**config.mk**
```make
export PLATFORM = sky130hd
export DESIGN_NAME = pong_game_control
export DESIGN_NICKNAME = d
export VERILOG_FILES = /design/src/rtl/pong_game_control.sv
export SDC_FILE = /design/constraint.sdc
export NUM_CORES = 1
export LEC_CHECK = 0
export CAP_MARGIN = 0
export CORE_AREA = 2 2 67 53
export CTS_CLUSTER_DIAMETER = 100
export DETAILED_ROUTE_END_ITERATION = 10
export DIE_AREA = 0 0 69 55
export PLACE_DENSITY = 0.87
export SETUP_SLACK_MARGIN = 0.05
export SYNTH_ARGS = -nofsm -noshare
export SYNTH_HDL_FRONTEND = slang
export SYNTH_SLANG_ARGS = --single-unit
```
**constraint.sdc**
```tcl
create_clock -name i_Clk -period 3.2 [get_ports i_Clk]
set_clock_uncertainty 0.2 [all_clocks]
set_input_delay 0.64 -clock i_Clk [delete_from_list [all_inputs] [get_ports i_Clk]]
set_output_delay 0.64 -clock i_Clk [all_outputs]
set_load 0.005 [all_outputs]
```
**src/rtl/pong_game_control.sv**
```systemverilog
// Pong game-level controller: serve, miss detection, scoring and game-over.
//
// state     | meaning
// ----------+------------------------------------------------------------
// IDLE      | ball parked at centre, waiting for a Start press to serve
// RUNNING   | ball in play, watching both goal columns for a miss
// SCORED    | single cycle after a miss; decides IDLE or GAME_OVER
// GAME_OVER | score limit reached, winner latched, scores frozen
module pong_game_control #(
  parameter int c_GAME_WINDOW_WIDTH  = 40,
  parameter int c_GAME_WINDOW_HEIGHT = 30,
  parameter int c_PADDLE_HEIGHT      = 6,
  parameter int c_SCORE_LIMIT        = 9
) (
  input  logic       i_Clk,
  input  logic       i_Reset,
  input  logic       i_Start,
  input  logic [5:0] i_Ball_X_Position,
  input  logic [5:0] i_Ball_Y_Position,
  input  logic [5:0] i_Paddle_Y_P1,
  input  logic [5:0] i_Paddle_Y_P2,
  output logic       o_GameRunning,
  output logic [3:0] o_Score_P1,
  output logic [3:0] o_Score_P2,
  output logic       o_PointScored,
  output logic       o_GameOver,
  output logic       o_Winner
);

  localparam logic [5:0] c_GOAL_X_P2 = 6'(c_GAME_WINDOW_WIDTH - 1);
  localparam logic [6:0] c_ROWS      = 7'(c_GAME_WINDOW_HEIGHT);
  localparam logic [6:0] c_PAD_LEN   = 7'(c_PADDLE_HEIGHT);
  localparam logic [3:0] c_LIMIT     = 4'(c_SCORE_LIMIT);

  typedef enum logic [1:0] {
    IDLE      = 2'd0,
    RUNNING   = 2'd1,
    SCORED    = 2'd2,
    GAME_OVER = 2'd3
  } state_t;

  state_t     state;
  state_t     state_next;

  logic       start_d;
  logic       start_block;
  logic       start_edge;

  logic [6:0] ball_y;
  logic [6:0] pad_top_p1;
  logic [6:0] pad_top_p2;
  logic       row_valid;
  logic       hit_p1;
  logic       hit_p2;
  logic       miss_p1;
  logic       miss_p2;

  logic       running_next;
  logic       point_next;
  logic       over_next;
  logic       winner_next;
  logic [3:0] score_p1_next;
  logic [3:0] score_p2_next;

  // A button already held when reset is released must be let go before it can serve.
  assign start_edge = i_Start & ~start_d & ~start_block;

  // Hit test in 7 bits so a paddle hanging past the bottom row does not wrap.
  always_comb begin
    ball_y     = {1'b0, i_Ball_Y_Position};
    pad_top_p1 = {1'b0, i_Paddle_Y_P1};
    pad_top_p2 = {1'b0, i_Paddle_Y_P2};
    row_valid  = (ball_y < c_ROWS);
    hit_p1     = (ball_y >= pad_top_p1) && (ball_y < (pad_top_p1 + c_PAD_LEN));
    hit_p2     = (ball_y >= pad_top_p2) && (ball_y < (pad_top_p2 + c_PAD_LEN));
    miss_p1    = row_valid && (i_Ball_X_Position == 6'd0) && !hit_p1;
    miss_p2    = row_valid && (i_Ball_X_Position == c_GOAL_X_P2) && !hit_p2;
  end

  // Next state and next registered output values.
  always_comb begin
    state_next    = state;
    running_next  = 1'b0;
    point_next    = 1'b0;
    over_next     = 1'b0;
    winner_next   = o_Winner;
    score_p1_next = o_Score_P1;
    score_p2_next = o_Score_P2;
    case (state)
      IDLE: begin
        if (start_edge) begin
          state_next   = RUNNING;
          running_next = 1'b1;
        end
      end
      RUNNING: begin
        running_next = 1'b1;
        if (miss_p1) begin
          state_next    = SCORED;
          running_next  = 1'b0;
          point_next    = 1'b1;
          score_p2_next = o_Score_P2 + 4'd1;
        end else if (miss_p2) begin
          state_next    = SCORED;
          running_next  = 1'b0;
          point_next    = 1'b1;
          score_p1_next = o_Score_P1 + 4'd1;
        end
      end
      SCORED: begin
        // Only the side that just scored can be at the limit.
        if ((o_Score_P1 == c_LIMIT) || (o_Score_P2 == c_LIMIT)) begin
          state_next  = GAME_OVER;
          over_next   = 1'b1;
          winner_next = (o_Score_P2 == c_LIMIT);
        end else begin
          state_next  = IDLE;
        end
      end
      GAME_OVER: begin
        over_next = 1'b1;
        if (start_edge) begin
          state_next    = IDLE;
          over_next     = 1'b0;
          winner_next   = 1'b0;
          score_p1_next = 4'd0;
          score_p2_next = 4'd0;
        end
      end
      default: begin
        state_next = IDLE;
      end
    endcase
  end

  // State, registered outputs and start edge tracking.
  always_ff @(posedge i_Clk) begin
    if (i_Reset) begin
      state         <= IDLE;
      o_GameRunning <= 1'b0;
      o_PointScored <= 1'b0;
      o_GameOver    <= 1'b0;
      o_Winner      <= 1'b0;
      o_Score_P1    <= 4'd0;
      o_Score_P2    <= 4'd0;
      start_d       <= 1'b0;
      start_block   <= i_Start;
    end else begin
      state         <= state_next;
      o_GameRunning <= running_next;
      o_PointScored <= point_next;
      o_GameOver    <= over_next;
      o_Winner      <= winner_next;
      o_Score_P1    <= score_p1_next;
      o_Score_P2    <= score_p2_next;
      start_d       <= i_Start;
      start_block   <= start_block & i_Start;
    end
  end

endmodule
```
==> flow_results.org <==
** Worst setup path
- Critical Path Sink Type :: flop
- STA puts the critical path data arrival time at 2.95 ns.
- For this run, the slowest stage of the critical path takes 0.48 ns.
- Slowest stage cell, crit path :: sky130_fd_sc_hd__clkdlybuf4s50_1
- STA puts the critical path data required time at 3.16 ns.
- The worst setup path is launched from an input port.
- Critical path peak fanout :: 5
- The critical path in this run is classified as in -> reg.
- Walking the worst path, the cells encountered are clkdlybuf4s50_1 > inv_1 > ha_1 > xor2_1 > ha_1 > a21o_1 > a21oi_1 > a21o_1 > a2111oi_4 > buf_4 > buf_4 > nor3_1.

** Floorplanning
- For this configuration, the core starts out at a cell density of 46.15%.
- The die covers 3795 um^2.
- In this run the standard cell core region covers 3153 um^2.
- Standard-cell row count :: 18
- IO Count :: 39
- Measured along the x axis, the die boundary spans 69 um.
- In this run the vertical extent of the chip is 55 um.

** Timing
- Based on the critical path, the design can be clocked at up to 334.4 MHz.
- Final setup vio count :: 0
- In the finished design, the share of the clock period the worst path needs comes to 93.45%.
- Setup repair after global routing left no endpoint under its margin.
- The smallest clock period supported by the final layout is computed as 2.991 ns.
- The number of hold violations in the final report was 0.
- Slew Viols, Final :: 0
- Worst slew margin :: 66.87%
- For the pin with the worst max-slew slack, the measured transition is 0.4928 ns.
- The worst path meets setup with 0.2095 ns of slack.

** Final layout
- Antenna diodes :: 0
- For this run, the post-layout net count is 276.
- Register area :: 320.3 um^2
- Top library cells by usage in the layout, fill and taps aside :: sky130_fd_sc_hd__clkdlybuf4s50_1, sky130_fd_sc_hd__ha_1, sky130_fd_sc_hd__dfxtp_1
- Relative to the synthesized area, the layout overhead comes to 41.87%.
- Area of combinational cells with multiple inputs :: 1085 um^2
- The filler cells instantiated in the layout total 263.
- For this run, the share of the core covered by cells in the final layout is 65.48%.
- The finished cells cover 2064 um^2.
- Fraction of final layout cells sized beyond drive strength 1 :: 14.09%
- Leaving out fill and tap cells, the most frequent cell in the layout is sky130_fd_sc_hd__clkdlybuf4s50_1.

** Clock tree
- Later-pin clock latency in the skew report :: 0.25 ns
- TritonCTS built the clock tree.
- CTS built an H-tree with a depth of 1.
- The root buffer cell chosen for the clock tree is sky130_fd_sc_hd__clkbuf_8.
- Cts bufs inserted :: 3
- Clock-pin slew was measured on the worst setup and hold paths at 0.06 ns.
- TritonCTS sink count :: 16
- The longest clock path from root to sink contains 2 buffers.
- The number of hold buffers added after CTS was 0.

** Detailed routing
- Using the TritonRoute via totals, the vias-per-cell ratio works out to 5.469.
- Routed len/inst :: 13.35 um
- Number of DRC violations after detailed routing :: 0
- Pre-Repair DR Iteration Count :: 4
- First DRT Iteration DRCs :: 60
- The final route contains 1422 vias.
- The count of nets left with antenna violations once routing finished came out at 0.
- Wires add up to 3.470 mm.

** Power and ir drop
- Summed over all cells, the static leakage comes to 0.8899 nW.
- IR analysis of the VDD net gives a maximum drop of 336.8 uV.
- Overall power consumption after layout is estimated at 0.0005720 W.
- In this run the power density over the cells is 277.1 nW/um^2.

** Synthesis
- Post-synthesis sequential element count :: 16
- Of the post-synthesis cell area, the dominant cell type holds 24.08%.
- The average instance in the mapped netlist occupies 8.713 um^2.
- Gate count after technology mapping :: 167
- After synthesis, the share of cell area in mux cells is 1.548%.
- Synth Warn # :: 0
- Yosys attributes the largest share of cell area to sky130_fd_sc_hd__ha_1, sky130_fd_sc_hd__dfxtp_1, sky130_fd_sc_hd__inv_1.
- For this run, the register share of the synthesized area comes to 22.01%.
- Synthesis instantiated 49 different standard cells from the library.
- When the netlist entered floorplanning its net count stood at 222.
- Library cell with the largest summed area after synthesis :: sky130_fd_sc_hd__ha_1
- Summed instance area of the synthesized netlist :: 1455 um^2
- Share of the synthesized area in compound gates (AO/OA/AOI/OAI) :: 25.02%
- After Yosys synthesis, full adders, half adders and majority gates account for 24.08% of the synthesized area.
- Synthesized-area fraction occupied by and/or/nand/nor cells :: 18.74%
- Dominant combinational cell family by area after synthesis :: compound AO/OA/AOI/OAI gates
- Of the total synthesized cell area, the portion taken by XOR and XNOR cells is 3.611%.

** Place
- The congestion estimate from routability-driven global placement came to 0.7904.
- Once placement finished, the instance area stood at 1959 um^2.
- In this run the tool buffered the top-level ports with 38 buffer cells.
- Once detailed placement completed, the half-perimeter wirelength came to 2.798 mm.
- OpenSTA, run right after detailed placement, puts the worst setup slack at -0.1950 ns.

** GRT
- Entering global routing, the biggest net connects 15 pins.
- Global-route wire length before repair :: 5.561 mm
- The via count of the first global-routing pass is 1347.
- Global routing used 18.16% of the available tracks.
- Antenna violations before repair :: 0
- For this run the aggregate overflow at the end of global routing stands at 0.

** Flow run
- Reported max-cap violation count :: 0

** Outcome
- The run finished with clean final reports.

** Hold path
- The min-delay analysis places its worst path in the category reg -> reg.
[worst paths after layout]
check	start	end	slack [ns]	depth (start not counted)
setup / recovery	i_Paddle_Y_P2[1]	state[0]$_SDFFE_PP0P_	0.21	12
hold / removal	start_block$_DFF_P_	start_block$_DFF_P_	0.29	1
setup reg to reg	state[1]$_SDFFE_PP0P_	o_Score_P2[2]$_SDFFE_PP0P_	1.34	5
hold reg to reg	start_block$_DFF_P_	start_block$_DFF_P_	0.29	1
[critical path: cells and delay by family]
| family | cells | cell delay, ns |
|---|---|---|
| xor+xnor | 1 | 0.15 |
| fa+ha+maj | 2 | 0.51 |
| simple gates | 1 | 0.21 |
| compound gates | 4 | 0.60 |
| buf+inv | 4 | 0.85 |
[Yosys cell counts, drive strengths merged]
cell,instances
a2111oi,2
a211o,1
a211oi,4
a21o,6
a21oi,5
a221oi,1
a311o,1
a31oi,3
a41oi,1
and3b,1
and4bb,1
buf,1
clkbuf,3
dfxtp,16
ha,28
inv,15
mux2,2
nand2,11
nand2b,6
nand3,6
nand3b,1
nand4,2
nand4b,1
nor2,11
nor2b,1
nor3,6
nor3b,1
nor4,1
o21a,2
o21ai,8
o21bai,1
o22ai,1
o2bb2ai,2
o31ai,1
o32a,1
o32ai,3
o41ai,2
or2,1
or3,1
xnor2,4
xor2,2
[per-layer routing]
metal	track usage, %	part of all wire, %	routed length [um]	vias up
met5	0	0	0	-
met4	1.307	0.46	16	0
met3	4.710	4.4	152	4
met2	35.42	49	1713	33
met1	21.55	46	1588	658
li1	-	-	-	727
[per-stage QoR]
| step | setup TNS [ns] | cells | hold WS, ns |
|---|---|---|---|
| finish | 0 | 260 | 0.2881 |
| global route | 0 | 260 | 0.3016 |
| CTS | 0 | 257 | 0.2935 |
| detailed placement | -0.6574 | 253 | 0.2803 |
| global placement | -0.4035 | 253 | 0.2703 |
| floorplan | 0 | 167 | 0.2625 |
[power breakdown]
| part | internal [W] | switching [W] | total (W) | leakage [nW] |
|---|---|---|---|---|
| Sequential | 0.000205 | 0.00000604 | 0.000211 | 0.130 |
| Clock | 0.000109 | 0.0000673 | 0.000176 | 0.0288 |
| Combinational | 0.000100 | 0.0000837 | 0.000184 | 0.731 |
| Total | 0.000415 | 0.000157 | 0.000572 | 0.890 |
[kinds of logic after synthesis]
family	Yosys count
compound gates	45
xor+xnor	6
fa+ha+maj	28
buf+inv	19
flops	16
mux	2
simple gates	51
[final cells by class]
cell class | instances | area share, %
multi-input cells | 132 | 52.55
flip-flops and latches | 16 | 15.52
clock buffers | 4 | 2.667
well taps | 40 | 2.424
inverters | 15 | 2.727
repair buffers | 53 | 24.12
[what timing repair did]
item,in CTS,in global routing
setup endpoints to repair,0,5
gates resized for setup,0,10
setup buffers,0,3
[state kept, by name (all words and copies together), names as in the netlist]
name / cells
start_d: 1
o_Score_P1: 4
o_Winner: 1
start_block: 1
o_GameRunning: 1
o_Score_P2: 4
state: 2
o_PointScored: 1
o_GameOver: 1
Power figures use the tool's default switching activity.
